==> src/rtl/core_bus_arbiter_if.sv <==
// core_bus_arbiter_if: ibus/dbus requests plus the merged memory port.
// slave = arbiter side; master = core and memory side.
interface core_bus_arbiter_if;
  logic        i_valid;
  logic [63:0] i_addr;
  logic        i_addr_ok;
  logic        i_data_ok;
  logic [31:0] i_data;
  logic        d_valid;
  logic [63:0] d_addr;
  logic [2:0]  d_size;
  logic [7:0]  d_strobe;
  logic [63:0] d_wdata;
  logic        d_addr_ok;
  logic        d_data_ok;
  logic [63:0] d_rdata;
  logic        m_valid;
  logic        m_is_write;
  logic [63:0] m_addr;
  logic [2:0]  m_size;
  logic [7:0]  m_strobe;
  logic [63:0] m_wdata;
  logic        m_ready;
  logic [63:0] m_rdata;

  modport slave (
    input  i_valid, i_addr,
    output i_addr_ok, i_data_ok, i_data,
    input  d_valid, d_addr, d_size, d_strobe, d_wdata,
    output d_addr_ok, d_data_ok, d_rdata,
    output m_valid, m_is_write, m_addr, m_size, m_strobe, m_wdata,
    input  m_ready, m_rdata
  );

  modport master (
    output i_valid, i_addr,
    input  i_addr_ok, i_data_ok, i_data,
    output d_valid, d_addr, d_size, d_strobe, d_wdata,
    input  d_addr_ok, d_data_ok, d_rdata,
    input  m_valid, m_is_write, m_addr, m_size, m_strobe, m_wdata,
    output m_ready, m_rdata
  );
endinterface

==> src/rtl/core_bus_arbiter.sv <==
// core_bus_arbiter: merges ibus and dbus onto one single-beat
// memory port, round-robin on ties, request latched at grant.
module core_bus_arbiter (
  input logic               clk,
  input logic               reset,
  core_bus_arbiter_if.slave bus
);
  typedef enum logic [1:0] {
    IDLE,
    BUSY_I,
    BUSY_D
  } state_t;

  state_t      state;
  logic        last_grant;
  logic        m_valid_q;
  logic        m_is_write_q;
  logic [63:0] m_addr_q;
  logic [2:0]  m_size_q;
  logic [7:0]  m_strobe_q;
  logic [63:0] m_wdata_q;

  logic grant_d;
  logic grant_i;
  logic done_i;
  logic done_d;

  // last_grant=0 means I went last, so a tie goes to D
  assign grant_d = bus.d_valid &
                   (~bus.i_valid | ~last_grant);
  assign grant_i = bus.i_valid & ~grant_d;

  assign done_i = (state == BUSY_I) & bus.m_ready;
  assign done_d = (state == BUSY_D) & bus.m_ready;

  assign bus.i_addr_ok = done_i;
  assign bus.i_data_ok = done_i;
  assign bus.d_addr_ok = done_d;
  assign bus.d_data_ok = done_d;

  // fetch address bit 2 picks the instruction word
  assign bus.i_data = m_addr_q[2] ? bus.m_rdata[63:32]
                                  : bus.m_rdata[31:0];
  assign bus.d_rdata = bus.m_rdata;

  assign bus.m_valid    = m_valid_q;
  assign bus.m_is_write = m_is_write_q;
  assign bus.m_addr     = m_addr_q;
  assign bus.m_size     = m_size_q;
  assign bus.m_strobe   = m_strobe_q;
  assign bus.m_wdata    = m_wdata_q;

  // grant FSM; latches the winning request into the m_* registers
  always_ff @(posedge clk) begin
    if (reset) begin
      state        <= IDLE;
      last_grant   <= 1'b0;
      m_valid_q    <= 1'b0;
      m_is_write_q <= 1'b0;
      m_addr_q     <= '0;
      m_size_q     <= '0;
      m_strobe_q   <= '0;
      m_wdata_q    <= '0;
    end else begin
      unique case (state)
        IDLE: begin
          unique case (1'b1)
            grant_d: begin
              state        <= BUSY_D;
              last_grant   <= 1'b1;
              m_valid_q    <= 1'b1;
              m_is_write_q <= |bus.d_strobe;
              m_addr_q     <= bus.d_addr;
              m_size_q     <= bus.d_size;
              m_strobe_q   <= bus.d_strobe;
              m_wdata_q    <= bus.d_wdata;
            end
            grant_i: begin
              state        <= BUSY_I;
              last_grant   <= 1'b0;
              m_valid_q    <= 1'b1;
              m_is_write_q <= 1'b0;
              m_addr_q     <= bus.i_addr;
              m_size_q     <= 3'b010;
              m_strobe_q   <= '0;
              m_wdata_q    <= '0;
            end
            default: ;
          endcase
        end
        BUSY_I, BUSY_D: begin
          if (bus.m_ready) begin
            state     <= IDLE;
            m_valid_q <= 1'b0;
          end
        end
        default: begin
          state     <= IDLE;
          m_valid_q <= 1'b0;
        end
      endcase
    end
  end
endmodule

==> src/flat_wrapper.sv <==
// flat-port wrapper written by rule: the top's interface ports become plain ports
module core_bus_arbiter_flat 
  (clk, reset, bus_i_valid, bus_i_addr, bus_i_addr_ok, bus_i_data_ok, bus_i_data, bus_d_valid, bus_d_addr, bus_d_size, bus_d_strobe, bus_d_wdata, bus_d_addr_ok, bus_d_data_ok, bus_d_rdata, bus_m_valid, bus_m_is_write, bus_m_addr, bus_m_size, bus_m_strobe, bus_m_wdata, bus_m_ready, bus_m_rdata);
  core_bus_arbiter_if bus_i ();
  input logic clk;
  input logic reset;
  input wire logic [$bits(bus_i.i_valid)-1:0] bus_i_valid;
  input wire logic [$bits(bus_i.i_addr)-1:0] bus_i_addr;
  output wire logic [$bits(bus_i.i_addr_ok)-1:0] bus_i_addr_ok;
  output wire logic [$bits(bus_i.i_data_ok)-1:0] bus_i_data_ok;
  output wire logic [$bits(bus_i.i_data)-1:0] bus_i_data;
  input wire logic [$bits(bus_i.d_valid)-1:0] bus_d_valid;
  input wire logic [$bits(bus_i.d_addr)-1:0] bus_d_addr;
  input wire logic [$bits(bus_i.d_size)-1:0] bus_d_size;
  input wire logic [$bits(bus_i.d_strobe)-1:0] bus_d_strobe;
  input wire logic [$bits(bus_i.d_wdata)-1:0] bus_d_wdata;
  output wire logic [$bits(bus_i.d_addr_ok)-1:0] bus_d_addr_ok;
  output wire logic [$bits(bus_i.d_data_ok)-1:0] bus_d_data_ok;
  output wire logic [$bits(bus_i.d_rdata)-1:0] bus_d_rdata;
  output wire logic [$bits(bus_i.m_valid)-1:0] bus_m_valid;
  output wire logic [$bits(bus_i.m_is_write)-1:0] bus_m_is_write;
  output wire logic [$bits(bus_i.m_addr)-1:0] bus_m_addr;
  output wire logic [$bits(bus_i.m_size)-1:0] bus_m_size;
  output wire logic [$bits(bus_i.m_strobe)-1:0] bus_m_strobe;
  output wire logic [$bits(bus_i.m_wdata)-1:0] bus_m_wdata;
  input wire logic [$bits(bus_i.m_ready)-1:0] bus_m_ready;
  input wire logic [$bits(bus_i.m_rdata)-1:0] bus_m_rdata;
  assign bus_i.i_valid = bus_i_valid;
  assign bus_i.i_addr = bus_i_addr;
  assign bus_i_addr_ok = bus_i.i_addr_ok;
  assign bus_i_data_ok = bus_i.i_data_ok;
  assign bus_i_data = bus_i.i_data;
  assign bus_i.d_valid = bus_d_valid;
  assign bus_i.d_addr = bus_d_addr;
  assign bus_i.d_size = bus_d_size;
  assign bus_i.d_strobe = bus_d_strobe;
  assign bus_i.d_wdata = bus_d_wdata;
  assign bus_d_addr_ok = bus_i.d_addr_ok;
  assign bus_d_data_ok = bus_i.d_data_ok;
  assign bus_d_rdata = bus_i.d_rdata;
  assign bus_m_valid = bus_i.m_valid;
  assign bus_m_is_write = bus_i.m_is_write;
  assign bus_m_addr = bus_i.m_addr;
  assign bus_m_size = bus_i.m_size;
  assign bus_m_strobe = bus_i.m_strobe;
  assign bus_m_wdata = bus_i.m_wdata;
  assign bus_i.m_ready = bus_m_ready;
  assign bus_i.m_rdata = bus_m_rdata;
  core_bus_arbiter u_core (.clk(clk), .reset(reset), .bus(bus_i));
endmodule
==> config.mk <==
export PLATFORM = sky130hd
export DESIGN_NAME = core_bus_arbiter_flat
export DESIGN_NICKNAME = d
export VERILOG_FILES = /design/src/rtl/core_bus_arbiter_if.sv /design/src/rtl/core_bus_arbiter.sv /design/src/flat_wrapper.sv
export SDC_FILE = /design/constraint.sdc
export NUM_CORES = 1
export LEC_CHECK = 0
export ABC_AREA = 1
export BUFFER_PORTS_ARGS = -buffer_cell sky130_fd_sc_hd__buf_2
export CAP_MARGIN = 5
export CORE_AREA = 2 2 197 199
export DETAILED_ROUTE_END_ITERATION = 8
export DIE_AREA = 0 0 199 201
export PLACE_DENSITY_LB_ADDON = 0.12
export SETUP_SLACK_MARGIN = 0.4
export SYNTH_ARGS = -nofsm -noshare
export SYNTH_HDL_FRONTEND = slang
export SYNTH_SLANG_ARGS = --single-unit
==> constraint.sdc <==
create_clock -name clk -period 1.4 [get_ports clk]
set_input_delay 0.35 -clock clk [delete_from_list [all_inputs] [get_ports clk]]
set_output_delay 0.35 -clock clk [all_outputs]
set_load 0.01 [all_outputs]
---- Word level (Yosys, flattened, before mapping) ----
Cells that the tools add are included.
W data, S select, Z words.
storage, ports and cells
  register bits ........................... 144
  latch bits .............................. 0
  RAM bits ................................ 0
  memory bits (read-only) ................. 0
  input bits .............................. 272
  output and inout bits ................... 241
  logic and storage cells ................. 42
  memories kept ........................... 0
operators by class
  $add $sub $neg .......................... 0
  multiply operators ...................... 0
  divide/modulo/power cells ............... 0
  magnitude comparators ................... 0
  equal/unequal tests ..................... 5
  shift operators ......................... 0
  multiplexer cells ....................... 13
  bitwise gates (word level) .............. 8
  reduce and logical (&&, ||, !) cells .... 8
operators with widths
  kind                  number
  $pmux W64 S2          2
  $mux W32              1
  $pmux W8 S2           1
  $pmux W2 S2           2
  $reduce_or A8 Y1      1
  $pmux W1 S2           3
  $pmux W3 S2           1
  $reduce_and A2 Y1     3
  $and A1 B1 Y1         4
  $ne A2 B2 Y1 const B  2
  $reduce_or A2 Y1      2
  $ne A3 B1 Y1 const B  1
  $not A1 Y1            3
  $eq A2 B1 Y1 const B  1
  $eq A2 B2 Y1 const B  1
  $logic_not A2 Y1      1
  $mux W1               2
  $mux W2               1
  $reduce_bool A2 Y1    1
  $or A1 B1 Y1          1

---- Logic depth before layout (Yosys ltp) ----
Gate-level depths: netlist of the first run.
  word-level depth ........................ 8
  depth in mapped cells ................... 9
  gate-level depth less buffers ........... 7

---- Worst setup path after synthesis of the first run ----
OpenSTA, ideal clock, no wires.
  path type ............................... register to register
  from .................................... reg u_core.state[0]
  to ...................................... reg u_core.m_addr_q[10] (netlist: u_core.bus.m_addr[10])
  setup time .............................. 0.111 ns
  arrival time ............................ 1.289 ns
  required time ........................... 1.289 ns
  setup slack ............................. 0.000 ns
  cell stages (with the launch flop) ...... 10
  path buffers ............................ 2
  clock period less this slack ............ 1.400 ns
  path through ............................ dfxtp_1 inv_1 ha_1 inv_2 a21oi_1 buf_4 buf_4 nand2_1 nor2_1 nor2_1
on the way
  cells in the longest elaborated chain, start to end .. 2
ends and longest elaborated chain
  what                         RTL line                source
  from (decl)                  core_bus_arbiter.sv:14  state_t state;
  from (signal assigned)       core_bus_arbiter.sv:56  state <= IDLE;
  from (signal assigned)       core_bus_arbiter.sv:69  state <= BUSY_D;
  from (signal assigned)       core_bus_arbiter.sv:79  state <= BUSY_I;
  $logic_not A2 Y1             core_bus_arbiter.sv:65  unique case (state)
  $reduce_and A2 Y1 (no line)  --
  to (signal assigned)         core_bus_arbiter.sv:73  m_addr_q <= bus.d_addr;
  to (signal assigned)         core_bus_arbiter.sv:83  m_addr_q <= bus.i_addr;
  to (decl)                    core_bus_arbiter.sv:18  logic [63:0] m_addr_q;
Every way passes these cells.
A chain may end at the register's enable or synchronous reset.

---- Worst setup path in the final report of the first run ----
  from .................................... reg u_core.m_addr_q[2] (netlist: u_core.bus.m_addr[2])
  to ...................................... out bus_i_data[7]
on the way
  cells in the longest elaborated chain, start to end .. 1
ends and longest elaborated chain
  what       RTL line                source
  $mux W32   core_bus_arbiter.sv:42  assign bus.i_data = m_addr_q[2] ? bus.m_rdata[63:32]
  to (decl)  flat_wrapper.sv:11      output wire logic [$bits(bus_i.i_data)-1:0] bus_i_data;
Every way passes these cells.

==> results by group, run 1 <==
STA
  – Period utilization: 1.240
  – Hold Fails Final Rpt: 0
  – Fmax: 0.5760 GHz
  – RSZ-0062 raised after global routing: true
  – Slew @ Worst Pin: 491.8 ps
  – Final worst setup slack: -336.1 ps
  – Final hold slack: 146.2 ps
  – Fin crit period: 1736 ps
  – Worst Clk Skew: 12.26 ps
  – Setup TNS: -35,930 ps
  – Max-slew violation count: 0
  – Slew HR: 0.6722
  – Number of setup violations in the final report: 181

Power
  – Comb power frac: 0.440
  – Sw Ratio: 0.3413
  – Cell Pwr Density: 1067 mW/mm2
  – Sequential power share: 0.290
  – Lkg Pwr: 0.008217 uW
  – Max rail drop VDD: 0.8292 mV
  – Proportion of power drawn by the clock network: 0.270
  – NetSw: 5835 uW
  – Internal Dissipation: 11,260 uW

Logic synthesis
  – Avg Synthesized Cell Area: 6.115 um2
  – Synthesized area: 0.007442 mm2
  – Synth top cells by count: nand2_1 (514), nor2_1 (198), dfxtp_1 (144), inv_1 (136), a21oi_1 (80)
  – Synth unique cells: 18
  – Synth Area in Compound Gates: 0.05447
  – Synth top area share: 0.3874
  – Post-synthesis simple-gate area fraction: 0.3660
  – Async set-reset flop share out of synthesis: 0
  – Most common cell in the synthesized netlist: nand2_1
  – Largest family of logic cells by synthesized area: simple AND/OR/NAND/NOR gates
  – Mux cell area share after synthesis: 0
  – Cell taking the most area after synthesis: dfxtp_1
  – Cells after synthesis: 1,217
  – Synth area leaders: dfxtp_1 (39%), nand2_1 (26%), nor2_1 (10%)
  – Synth Warn #: 0
  – #FFs+latches synth: 144
  – EDFF count, synth: 0
  – Post-Synth XOR/XNOR Area: 0
  – Top_reg_cell synth: dfxtp_1
  – Post-Syn Nets: 1,492
  – Adder-cell share of the synthesized area: 0.005044
  – Post-synthesis sequential area ratio: 0.3874

Detailed routing
  – DR vias: 9,137
  – Initial DRC count: 224
  – Residual DRC: 0
  – Drt pass-1 iters: 4
  – Post-route ant nets: 0
  – Via density: 3.978
  – Final wirelength: 36,900 um
  – DR WL/cell: 16.06 um

Setup path
  – R2R depth: 11
  – Most frequent cell on the critical path: buf_6
  – CP Data Arrival Time: 1390 ps
  – Crit-path max cell delay: 420 ps
  – CP Capture Type: output pin
  – FF-to-FF End: u_core.bus.m_wdata[9]$_SDFFE_PP0P_
  – Crit-path slowest cell: dfxtp_4
  – Worst-path cell chain: buf_6, buf_16, nand2_4, nand2_2, buf_6
  – WP depth: 5
  – Startpoint types: flop
  – Crit path max fanout: 7
  – Setup slack, reg-to-reg: -260 ps
  – WS Path Type: reg -> out
  – CP endpoint: bus_i_data[7]
  – Crit path required time: 1050 ps
  – CP delay by family, top: flip-flops
  – CP startpoint: u_core.bus.m_addr[2]$_SDFFE_PP0P_
  – WP buf/inv: 3
  – Origin of the critical flop-to-flop path: u_core.state[0]$_SDFFE_PP0P_

GRT
  – Antenna violations before repair: 8
  – Total grt overflow: 0
  – Total GRT Usage: 0.1756
  – First-pass GRT wire length: 51,880 um
  – Vias in the first global route: 8,806
  – Largest net degree at the start of global routing: 63

Final layout
  – Layout Cells excl Fill: 2,297
  – Area occupied by multi-input gates: 0.005140 mm2
  – # fillers: 4,003
  – Area Growth Syn to Fin: 115.2%
  – Layout cells sized above 1: 0.6819
  – Register area: 0.003072 mm2
  – Total Nets Final: 2,036
  – Layout Cell Area excl Fill: 0.01602 mm2

Die
  – Io pins: 513
  – Core Area: 0.03811 mm2
  – Die Ht: 201 um
  – # rows: 72
  – Starting Density: 0.1953
  – Die area: 0.04000 mm2
  – Die W: 199 um

CTS
  – Clk pin slew, worst setup/hold paths: 70 ps
  – CTS max path bufs: 2
  – Post-CTS Hold Buffers: 0
  – Root Buffer Master: clkbuf_16
  – Clock Sinks: 144
  – TritonCTS clock tree: built
  – TritonCTS buffer count: 17
  – Clock latency on the worst-skew pair: 440 ps
  – # H-tree levels: 4

Status
  – Failing checks: setup timing
  – Outcome: finished with violations

Placed design
  – Post-DP HPWL: 24,370 um
  – Gpl congestion: 0.7587
  – Placed insts: 2,156
  – PortBufs: 512
  – Cell Area, Placed: 0.01072 mm2

Job
  – Maxcap violations: 0

Hold path
  – Hold Crit Class: in -> reg
-- routing by layer --
layer  part of all wire  GRT usage  up-vias
li1                   -          -     4623
met3              0.069    0.05343       36
met2               0.54     0.3340      302
met1               0.37     0.1806     4172
met4              0.017    0.05650        4
met5            0.00092          0        -
-- layout by cell type, fill, tap and decap left out, types with 4 or more instances in the layout --
cell type  count
clkbuf_16     22
nor2_4        28
a21oi_2       78
diode_2        6
dfxtp_2      139
inv_4          5
nor2_1       145
nand2_2       86
dfxtp_4        4
buf_2        333
nand2_1      284
buf_4         43
buf_16        28
nor2_2        26
nand2_4      144
buf_8          7
inv_1        129
buf_12        38
clkbuf_8       4
nand2_8        4
buf_6        202
-- logic make-up (layout without fill, tap and decap cells) --
| group | count (synthesis) | in the layout |
|---|---|---|
| compound gates | 81 | 81 |
| fa+ha+maj | 3 | 3 |
| buf+inv | 270 | 824 |
| flops | 144 | 144 |
| other cells | 0 | 6 |
| simple gates | 719 | 721 |
-- stage by stage --
stage	power (uW)	util	setup WS [ps]
3_5_place_dp	9018	0.2812	-117.7
2_1_floorplan	7328	-	156.4
5_1_grt	18040	0.4202	-410.3
6_report	17100	0.4204	-336.1
4_1_cts	16180	0.3693	-359.6
3_3_place_gp	9021	0.2812	-113.0
-- state kept, by name, summed over array words and instances (netlist names) --
signal                 cells
u_core.bus.m_strobe        8
u_core.bus.m_wdata        64
u_core.bus.m_valid         1
u_core.bus.m_size          3
u_core.bus.m_addr         64
u_core.state               2
u_core.last_grant          1
u_core.bus.m_is_write      1
-- repair_timing --
item	in CTS	in global routing
resized for setup	450	431
gates cloned	30	5
pin swaps	73	137
setup endpoints to repair	321	323
buffers inserted	46	23
-- layout make-up --
| type | count | share of cell area |
|---|---|---|
| Clock inverter | 10 | 0.006483 |
| Tap cell | 518 | 0.04046 |
| Timing Repair Buffer | 656 | 0.3762 |
| Clock buffer | 21 | 0.02999 |
| Antenna cell | 6 | 0.0009373 |
| Multi-Input combinational cell | 805 | 0.3209 |
| Sequential cell | 144 | 0.1918 |
| Inverter | 137 | 0.03335 |
-- power groups by stage --
stage / logic (uW) / registers [uW] / clock network, uW
2_1_floorplan: 2290 / 5040 / 0
3_3_place_gp: 4170 / 4850 / 0
3_5_place_dp: 4160 / 4860 / 0
4_1_cts: 6480 / 4860 / 4840
5_1_grt: 8080 / 5010 / 4950
6_report: 7520 / 4950 / 4620
-- worst min path at each step --
stage	start	endpoint	slack [ps]	cells after the start
2_1_floorplan	u_core.state[0]$_SDFFE_PP0P_	u_core.state[0]$_SDFFE_PP0P_	460	2
3_3_place_gp	u_core.bus.m_wdata[25]$_SDFFE_PP0P_	u_core.bus.m_wdata[25]$_SDFFE_PP0P_	440	2
3_5_place_dp	u_core.bus.m_wdata[21]$_SDFFE_PP0P_	u_core.bus.m_wdata[21]$_SDFFE_PP0P_	450	2
4_1_cts	bus_d_size[2]	u_core.bus.m_size[2]$_SDFFE_PP0P_	110	3
5_1_grt	bus_d_size[2]	u_core.bus.m_size[2]$_SDFFE_PP0P_	130	3
6_report	bus_d_size[1]	u_core.bus.m_size[1]$_SDFFE_PP0P_	150	3
-- worst reg2reg max path, cell delays in order, from the launching register on --
cell and delay, ps:
dfxtp_4 360, inv_4 60, buf_6 90, ha_4 150, inv_4 50, nor2_4 180, buf_12 170, buf_6 110
buf_12 100, buf_16 140, nand2_4 50, a21oi_2 130
Note: power is estimated with default switching activity, not from simulation.
==> run 2: changes to the inputs <==
==> constraint.sdc (replaced) <==
create_clock -name clk -period 1.4 [get_ports clk]
set_input_delay 0.35 -clock clk [delete_from_list [all_inputs] [get_ports clk]]
set_output_delay 0.35 -clock clk [all_outputs]
set_load 0.02 [all_outputs]
==> run 2 against run 1 <==
Against the previous run: the flow still finishes with violations (setup timing); highest routed layer unchanged; via count down 1.7%; cell area shrank 4.2%; non-clock buffer count down 23; clock power increased by 5.2%; sequential power is essentially flat.
==> results by group, run 2 (synthesis gave the netlist of run 1 again) <==
STA
  – Hold Fails Final Rpt: 0 (unchanged)
  – Fmax: 0.5827 GHz (was 0.5760 GHz)
  – Fin crit period: 1716 ps (was 1736 ps)
  – Worst Clk Skew: 14.28 ps (was 12.26 ps)
  – Max-slew violation count: 0 (unchanged)
  – Number of setup violations in the final report: 176 (was 181)
  – RSZ-0062 raised after global routing: true (unchanged)
  – Setup TNS: -28,190 ps (was -35,930 ps)
  – Final worst setup slack: -316.1 ps (was -336.1 ps)
  – Period utilization: 1.226 (was 1.240)
  – Slew @ Worst Pin: 560.1 ps (was 491.8 ps)
  – Slew HR: 0.6266 (was 0.6722)

Setup path
  – Startpoint types: flop (unchanged)
  – Crit path max fanout: 8 (was 7)
  – Origin of the critical flop-to-flop path: u_core.state[1]$_SDFFE_PP0P_ (was u_core.state[0]$_SDFFE_PP0P_)
  – R2R depth: 11 (unchanged)
  – CP Capture Type: output pin (unchanged)
  – CP Data Arrival Time: 1370 ps (was 1390 ps)
  – FF-to-FF End: u_core.bus.m_addr[27]$_SDFFE_PP0P_ (was u_core.bus.m_wdata[9]$_SDFFE_PP0P_)
  – Setup slack, reg-to-reg: -210 ps (was -260 ps)
  – Crit path required time: 1050 ps (about the same)
  – WS Path Type: reg -> out (unchanged)

Detailed routing
  – DR WL met2: 17,170 um (was 20,090 um)
  – Met1 WL: 14,620 um (was 13,610 um)
  – Via density: 3.958 (was 3.978)
  – Post-route ant nets: 0 (unchanged)
  – DR vias: 8,980 (was 9,137)
  – Drt pass-1 iters: 6 (was 4)
  – DR WL/cell: 15.51 um (was 16.06 um)
  – Top Layer Used: met5 (unchanged)
  – Met3 wire length: 2980 um (was 2544 um)
  – Initial DRC count: 230 (was 224)
  – Residual DRC: 0 (unchanged)
  – Final wirelength: 35,180 um (was 36,900 um)

Die
  – # rows: 72 (unchanged)
  – Starting Density: 0.1953 (unchanged)
  – Die Ht: 201 um (unchanged)
  – Io pins: 513 (unchanged)
  – Core Area: 0.03811 mm2 (unchanged)
  – Die W: 199 um (unchanged)
  – Die area: 0.04000 mm2 (unchanged)

Final layout
  – Most frequent cells in the layout: buf_2 (335), nand2_1 (306), buf_6 (194), nor2_1 (154), dfxtp_2 (140) (was buf_2 (333), nand2_1 (284), buf_6 (202), nor2_1 (145), nand2_4 (144))
  – Commonest non-fill, non-tap cell in the layout: buf_2 (unchanged)
  – # fillers: 3,965 (was 4,003)
  – Layout cells sized above 1: 0.6583 (was 0.6819)
  – Layout Cell Area excl Fill: 0.01534 mm2 (was 0.01602 mm2)
  – Total Nets Final: 2,012 (was 2,036)
  – Area Growth Syn to Fin: 106.2% (was 115.2%)

Hold path
  – Hold Path Sink: u_core.bus.m_wdata[52]$_SDFFE_PP0P_ (was u_core.bus.m_size[1]$_SDFFE_PP0P_)
  – Hold Crit Class: in -> reg (unchanged)
  – Hold Crit Start: bus_d_wdata[52] (was bus_d_size[1])
  – Hold Path Cell Cnt: 3 (unchanged)

Placed design
  – Cell Area, Placed: 0.01067 mm2 (was 0.01072 mm2)
  – PortBufs: 512 (unchanged)
  – Gpl congestion: 0.8309 (was 0.7587)
  – Post-DP HPWL: 23,850 um (was 24,370 um)

CTS
  – TritonCTS clock tree: built (unchanged)
  – TritonCTS buffer count: 17 (unchanged)
  – Clk pin slew, worst setup/hold paths: 70 ps (about the same)
  – # H-tree levels: 4 (unchanged)
  – CTS max path bufs: 2 (unchanged)
  – Clock Sinks: 144 (unchanged)
  – Root Buffer Master: clkbuf_16 (unchanged)
  – Clock latency on the worst-skew pair: 440 ps (about the same)
  – Post-CTS Hold Buffers: 0 (unchanged)

GRT
  – Largest net degree at the start of global routing: 80 (was 63)
  – Antenna violations before repair: 7 (was 8)
  – Vias in the first global route: 8,288 (was 8,806)
  – First-pass GRT wire length: 48,440 um (was 51,880 um)
  – Total grt overflow: 0 (unchanged)
  – Total GRT Usage: 0.1603 (was 0.1756)

Power
  – Lkg Pwr: 0.007859 uW (was 0.008217 uW)
  – Cell Pwr Density: 1124 mW/mm2 (was 1067 mW/mm2)
  – Post-layout total power: 17,250 uW (was 17,100 uW)
  – Max rail drop VDD: 0.8308 mV (was 0.8292 mV)

Job
  – Maxcap violations: 0 (unchanged)

Status
  – Outcome: finished with violations (unchanged)
  – Failing checks: setup timing (unchanged)
run 2: cell count changes in the layout (fill, tap and decap cells not counted), moves of 4 or more:
cell     previous run  this run
buf_16             28        15
nand2_4           144       138
a21oi_2            78        74
nand2_2            86        69
nand2_1           284       306
a21oi_1             1         5
nor2_1            145       154
inv_6               1         5
nor2_4             28        17
buf_12             38        30
buf_6             202       194
diode_2             6         1
run 2: metal layers:
layer  GRT usage  up-vias
li1            -     4560
met3     0.06183       32
met1      0.1899     4069
met4     0.03678       14
met5           0        -
met2      0.2717      305
run 2: how the worst max path moves through the flow:
stage | to | from | depth (start not counted)
after global routing | bus_i_data[1] | u_core.bus.m_addr[2]$_SDFFE_PP0P_ | 5
after global placement | u_core.bus.m_addr[51]$_SDFFE_PP0P_ | bus_i_valid | 8
after floorplan | bus_i_data[20] | u_core.bus.m_addr[2]$_SDFFE_PP0P_ | 5
after CTS | bus_i_data[4] | u_core.bus.m_addr[2]$_SDFFE_PP0P_ | 4
final | bus_i_data[1] | u_core.bus.m_addr[2]$_SDFFE_PP0P_ | 5
after detailed placement | u_core.bus.m_addr[1]$_SDFFE_PP0P_ | bus_i_valid | 8
run 2: cell type report:
type / instances / area, um2 / share of cell area
Clock inverter: 12 / 135.1 / 0.008807
Clock buffer: 20 / 467.9 / 0.03050
Tap cell: 518 / 648.1 / 0.04224
Timing Repair Buffer: 633 / 5510 / 0.3591
Inverter: 137 / 539.3 / 0.03515
Multi-Input combinational cell: 804 / 4967 / 0.3237
Sequential cell: 144 / 3073 / 0.2003
Antenna cell: 1 / 2.502 / 0.0001631
run 2: power by group:
group          leakage [uW]  internal, uW  switching [uW]
clock              0.000295          2680            2180
sequential          0.00124          4630             330
combinational       0.00632          3630            3800
total               0.00786         10900            6310
run 2: stage by stage:
stage	worst slack [ps]	hold slack, ps	util	std cells
5_1_grt	-369.8	111.8	0.4026	2268
3_3_place_gp	-113.9	444.7	0.2799	2156
6_report	-316.1	140.6	0.4026	2269
3_5_place_dp	-126.9	449.0	0.2799	2156
4_1_cts	-331.3	105.0	0.3440	2225
2_1_floorplan	155.3	455.6	-	1217
run 2: what timing repair did:
item | CTS | global route
setup endpoints to repair | 325 | 327
resized for setup | 443 | 523
gates cloned | 15 | 9
setup buffers | 22 | 34
pin swaps | 29 | 168
run 2: critical path, cell delays in order (launching register included):
cell	delay [ps]
dfxtp_4	410
buf_12	120
clkbuf_16	170
nand2_4	50
nand2_2	70
buf_6	120
==> run 3: changes to the inputs <==
--- a/config.mk
+++ b/config.mk
@@ -11,7 +11,7 @@
 export CORE_AREA = 2 2 197 199
 export DETAILED_ROUTE_END_ITERATION = 8
 export DIE_AREA = 0 0 199 201
-export PLACE_DENSITY_LB_ADDON = 0.12
+export PLACE_DENSITY_LB_ADDON = 0.25
 export SETUP_SLACK_MARGIN = 0.4
 export SYNTH_ARGS = -nofsm -noshare
 export SYNTH_HDL_FRONTEND = slang
==> run 3 against run 2 <==
Against the previous run: the flow still finishes with violations (setup timing); final cell count up 2.8%; total power up 4.9%; clock skew down 5.1 ps; cell area up 5.6%; via count up 5.0%; largest cell class unchanged; critical path type unchanged; critical endpoint is now bus_i_data[16].
==> results by group, run 3 (synthesis gave the netlist of run 1 again) <==
CTS
  – TritonCTS clock tree: built (unchanged)
  – Clk pin slew, worst setup/hold paths: 70 ps (about the same)
  – Root Buffer Master: clkbuf_16 (unchanged)
  – CTS max path bufs: 2 (unchanged)
  – Clock Sinks: 144 (unchanged)
  – Post-CTS Hold Buffers: 0 (unchanged)
  – # H-tree levels: 4 (unchanged)
  – TritonCTS buffer count: 17 (unchanged)
  – Clock latency on the worst-skew pair: 460 ps (was 440 ps)

Die
  – Die area: 0.04000 mm2 (unchanged)
  – Die Ht: 201 um (unchanged)
  – # rows: 72 (unchanged)
  – Starting Density: 0.1953 (unchanged)
  – Die W: 199 um (unchanged)
  – Core Area: 0.03811 mm2 (unchanged)
  – Io pins: 513 (unchanged)

STA
  – Hold Fails Final Rpt: 0 (unchanged)
  – Final hold slack: 118.0 ps (was 140.6 ps)
  – Number of setup violations in the final report: 179 (was 176)
  – Fin crit period: 1781 ps (was 1716 ps)
  – RSZ-0062 raised after global routing: true (unchanged)
  – Fmax: 0.5616 GHz (was 0.5827 GHz)
  – Worst Clk Skew: 9.225 ps (was 14.28 ps)
  – Slew HR: 0.6171 (was 0.6266)
  – Slew @ Worst Pin: 574.3 ps (was 560.1 ps)
  – Period utilization: 1.272 (was 1.226)
  – Final worst setup slack: -380.7 ps (was -316.1 ps)
  – Setup TNS: -33,730 ps (was -28,190 ps)
  – Max-slew violation count: 0 (unchanged)

Setup path
  – WS Path Type: reg -> out (unchanged)
  – Crit path required time: 1050 ps (about the same)
  – Crit-path slowest cell: dfxtp_4 (unchanged)
  – CP Data Arrival Time: 1430 ps (was 1370 ps)
  – Worst-path cell chain: buf_12, buf_12, nand2_1, nand2_4, buf_6 (was buf_12, clkbuf_16, nand2_4, nand2_2, buf_6)
  – FF-to-FF End: u_core.bus.m_addr[55]$_SDFFE_PP0P_ (was u_core.bus.m_addr[27]$_SDFFE_PP0P_)
  – CP Capture Type: output pin (unchanged)
  – Crit-path max cell delay: 410 ps (about the same)
  – R2R depth: 11 (unchanged)
  – Setup slack, reg-to-reg: -220 ps (was -210 ps)
  – Most frequent cell on the critical path: buf_12
  – Crit path max fanout: 9 (was 8)
  – Origin of the critical flop-to-flop path: u_core.state[0]$_SDFFE_PP0P_ (was u_core.state[1]$_SDFFE_PP0P_)
  – Startpoint types: flop (unchanged)

Final layout
  – Total Nets Final: 2,062 (was 2,012)
  – # fillers: 3,901 (was 3,965)
  – Area Growth Syn to Fin: 117.7% (was 106.2%)
  – Post-layout util: 0.4251 (was 0.4026)
  – Commonest non-fill, non-tap cell in the layout: buf_2 (unchanged)
  – Most frequent cells in the layout: buf_2 (338), nand2_1 (242), buf_6 (201), nor2_1 (154), nand2_2 (137) (was buf_2 (335), nand2_1 (306), buf_6 (194), nor2_1 (154), dfxtp_2 (140))
  – Layout cells sized above 1: 0.6994 (was 0.6583)
  – Layout Cells excl Fill: 2,332 (was 2,269)

GRT
  – Total grt overflow: 0 (unchanged)
  – Antenna violations before repair: 18 (was 7)
  – Vias in the first global route: 9,162 (was 8,288)
  – Largest net degree at the start of global routing: 80 (unchanged)
  – First-pass GRT wire length: 55,910 um (was 48,440 um)
  – Total GRT Usage: 0.1918 (was 0.1603)

Detailed routing
  – DR WL/cell: 17.35 um (was 15.51 um)
  – Residual DRC: 0 (unchanged)
  – DR vias: 9,432 (was 8,980)
  – Final wirelength: 40,460 um (was 35,180 um)
  – Initial DRC count: 320 (was 230)
  – Via density: 4.045 (was 3.958)
  – Post-route ant nets: 0 (unchanged)
  – Drt pass-1 iters: 4 (was 6)

Power
  – Lkg Pwr: 0.008317 uW (was 0.007859 uW)
  – Cell Pwr Density: 1117 mW/mm2 (was 1124 mW/mm2)
  – Max rail drop VDD: 0.8880 mV (was 0.8308 mV)

Hold path
  – Hold Path Sink: u_core.bus.m_size[0]$_SDFFE_PP0P_ (was u_core.bus.m_wdata[52]$_SDFFE_PP0P_)
  – Hold Crit Class: in -> reg (unchanged)
  – Hold Crit Start: bus_d_size[0] (was bus_d_wdata[52])
  – Hold Path Cell Cnt: 3 (unchanged)

Status
  – Failing checks: setup timing (unchanged)
  – Outcome: finished with violations (unchanged)

Placed design
  – Placed insts: 2,182 (was 2,156)
  – Gpl congestion: 0.8275 (was 0.8309)
  – PortBufs: 512 (unchanged)
  – Post-DP HPWL: 27,950 um (was 23,850 um)

Job
  – Maxcap violations: 0 (unchanged)
## run 3: changes by cell type in the layout (fill, tap and decap cells not counted), sizes merged
cell	previous run	this run
bufinv	1	2
inv	144	142
buf	625	681
clkinvlp	1	4
clkinv	3	4
diode	1	14
nand2	517	516
clkbuf	27	19
## run 3: metrics by stage
stage,power (uW),cell area (um2),setup slack (ps)
finish,18100,16200,-380.7
global placement,9601,10790,-212.8
CTS,16880,14120,-424.0
floorplan,7830,7934,155.3
global route,18990,16190,-442.5
detailed placement,9613,10790,-218.4
## run 3: power by group
| part | switching (uW) | internal, uW | leakage (uW) | total [uW] |
|---|---|---|---|---|
| registers | 370 | 4620 | 0.00124 | 4990 |
| clock network | 2090 | 2650 | 0.000275 | 4740 |
| logic | 4130 | 4230 | 0.00680 | 8360 |
## run 3: worst max-delay path: cells and delay by family, from the launching register on
| kind | cells | cell delay (ps) |
|---|---|---|
| simple gates | 2 | 160 |
| flops | 1 | 410 |
| buf+inv | 3 | 390 |
## run 3: worst max-delay path by stage
stage / endpoint / startpoint / cells after the start / slack [ps]
2_1_floorplan: bus_i_data[20] / u_core.bus.m_addr[2]$_SDFFE_PP0P_ / 5 / 160
6_report: bus_i_data[16] / u_core.bus.m_addr[2]$_SDFFE_PP0P_ / 5 / -380
3_5_place_dp: u_core.bus.m_addr[61]$_SDFFE_PP0P_ / bus_i_valid / 8 / -220
3_3_place_gp: u_core.bus.m_addr[61]$_SDFFE_PP0P_ / bus_i_valid / 8 / -210
5_1_grt: bus_i_data[6] / u_core.bus.m_addr[2]$_SDFFE_PP0P_ / 6 / -440
4_1_cts: bus_i_data[16] / u_core.bus.m_addr[2]$_SDFFE_PP0P_ / 6 / -420
## run 3: cell type report
class,instances,area (um2),area share
inverters,137,546.8,0.03375
clock inverters,14,157.7,0.009732
multi-input cells,803,5084,0.3138
diodes,14,35.03,0.002163
repair buffers,683,6217,0.3838
well taps,518,648.1,0.04001
flip-flops and latches,144,3075,0.1899
repair inverters,1,6.256,0.0003862
clock buffers,18,429.2,0.02649
## run 3: timing repair
item	in CTS	in global routing
pin swaps	74	131
hold endpoints to repair	0	0
gates resized for setup	538	533
buffers inserted	40	36
endpoints found under the setup margin	329	335
cloned	27	1
## run 3: layer usage
metal  vias up  part of all wire  track usage
met5         -            0.0014            0
met4         8             0.043      0.09941
met2       375              0.53       0.3478
met1      4294              0.35       0.1892
li1       4676                 -            -
met3        79             0.078      0.07073
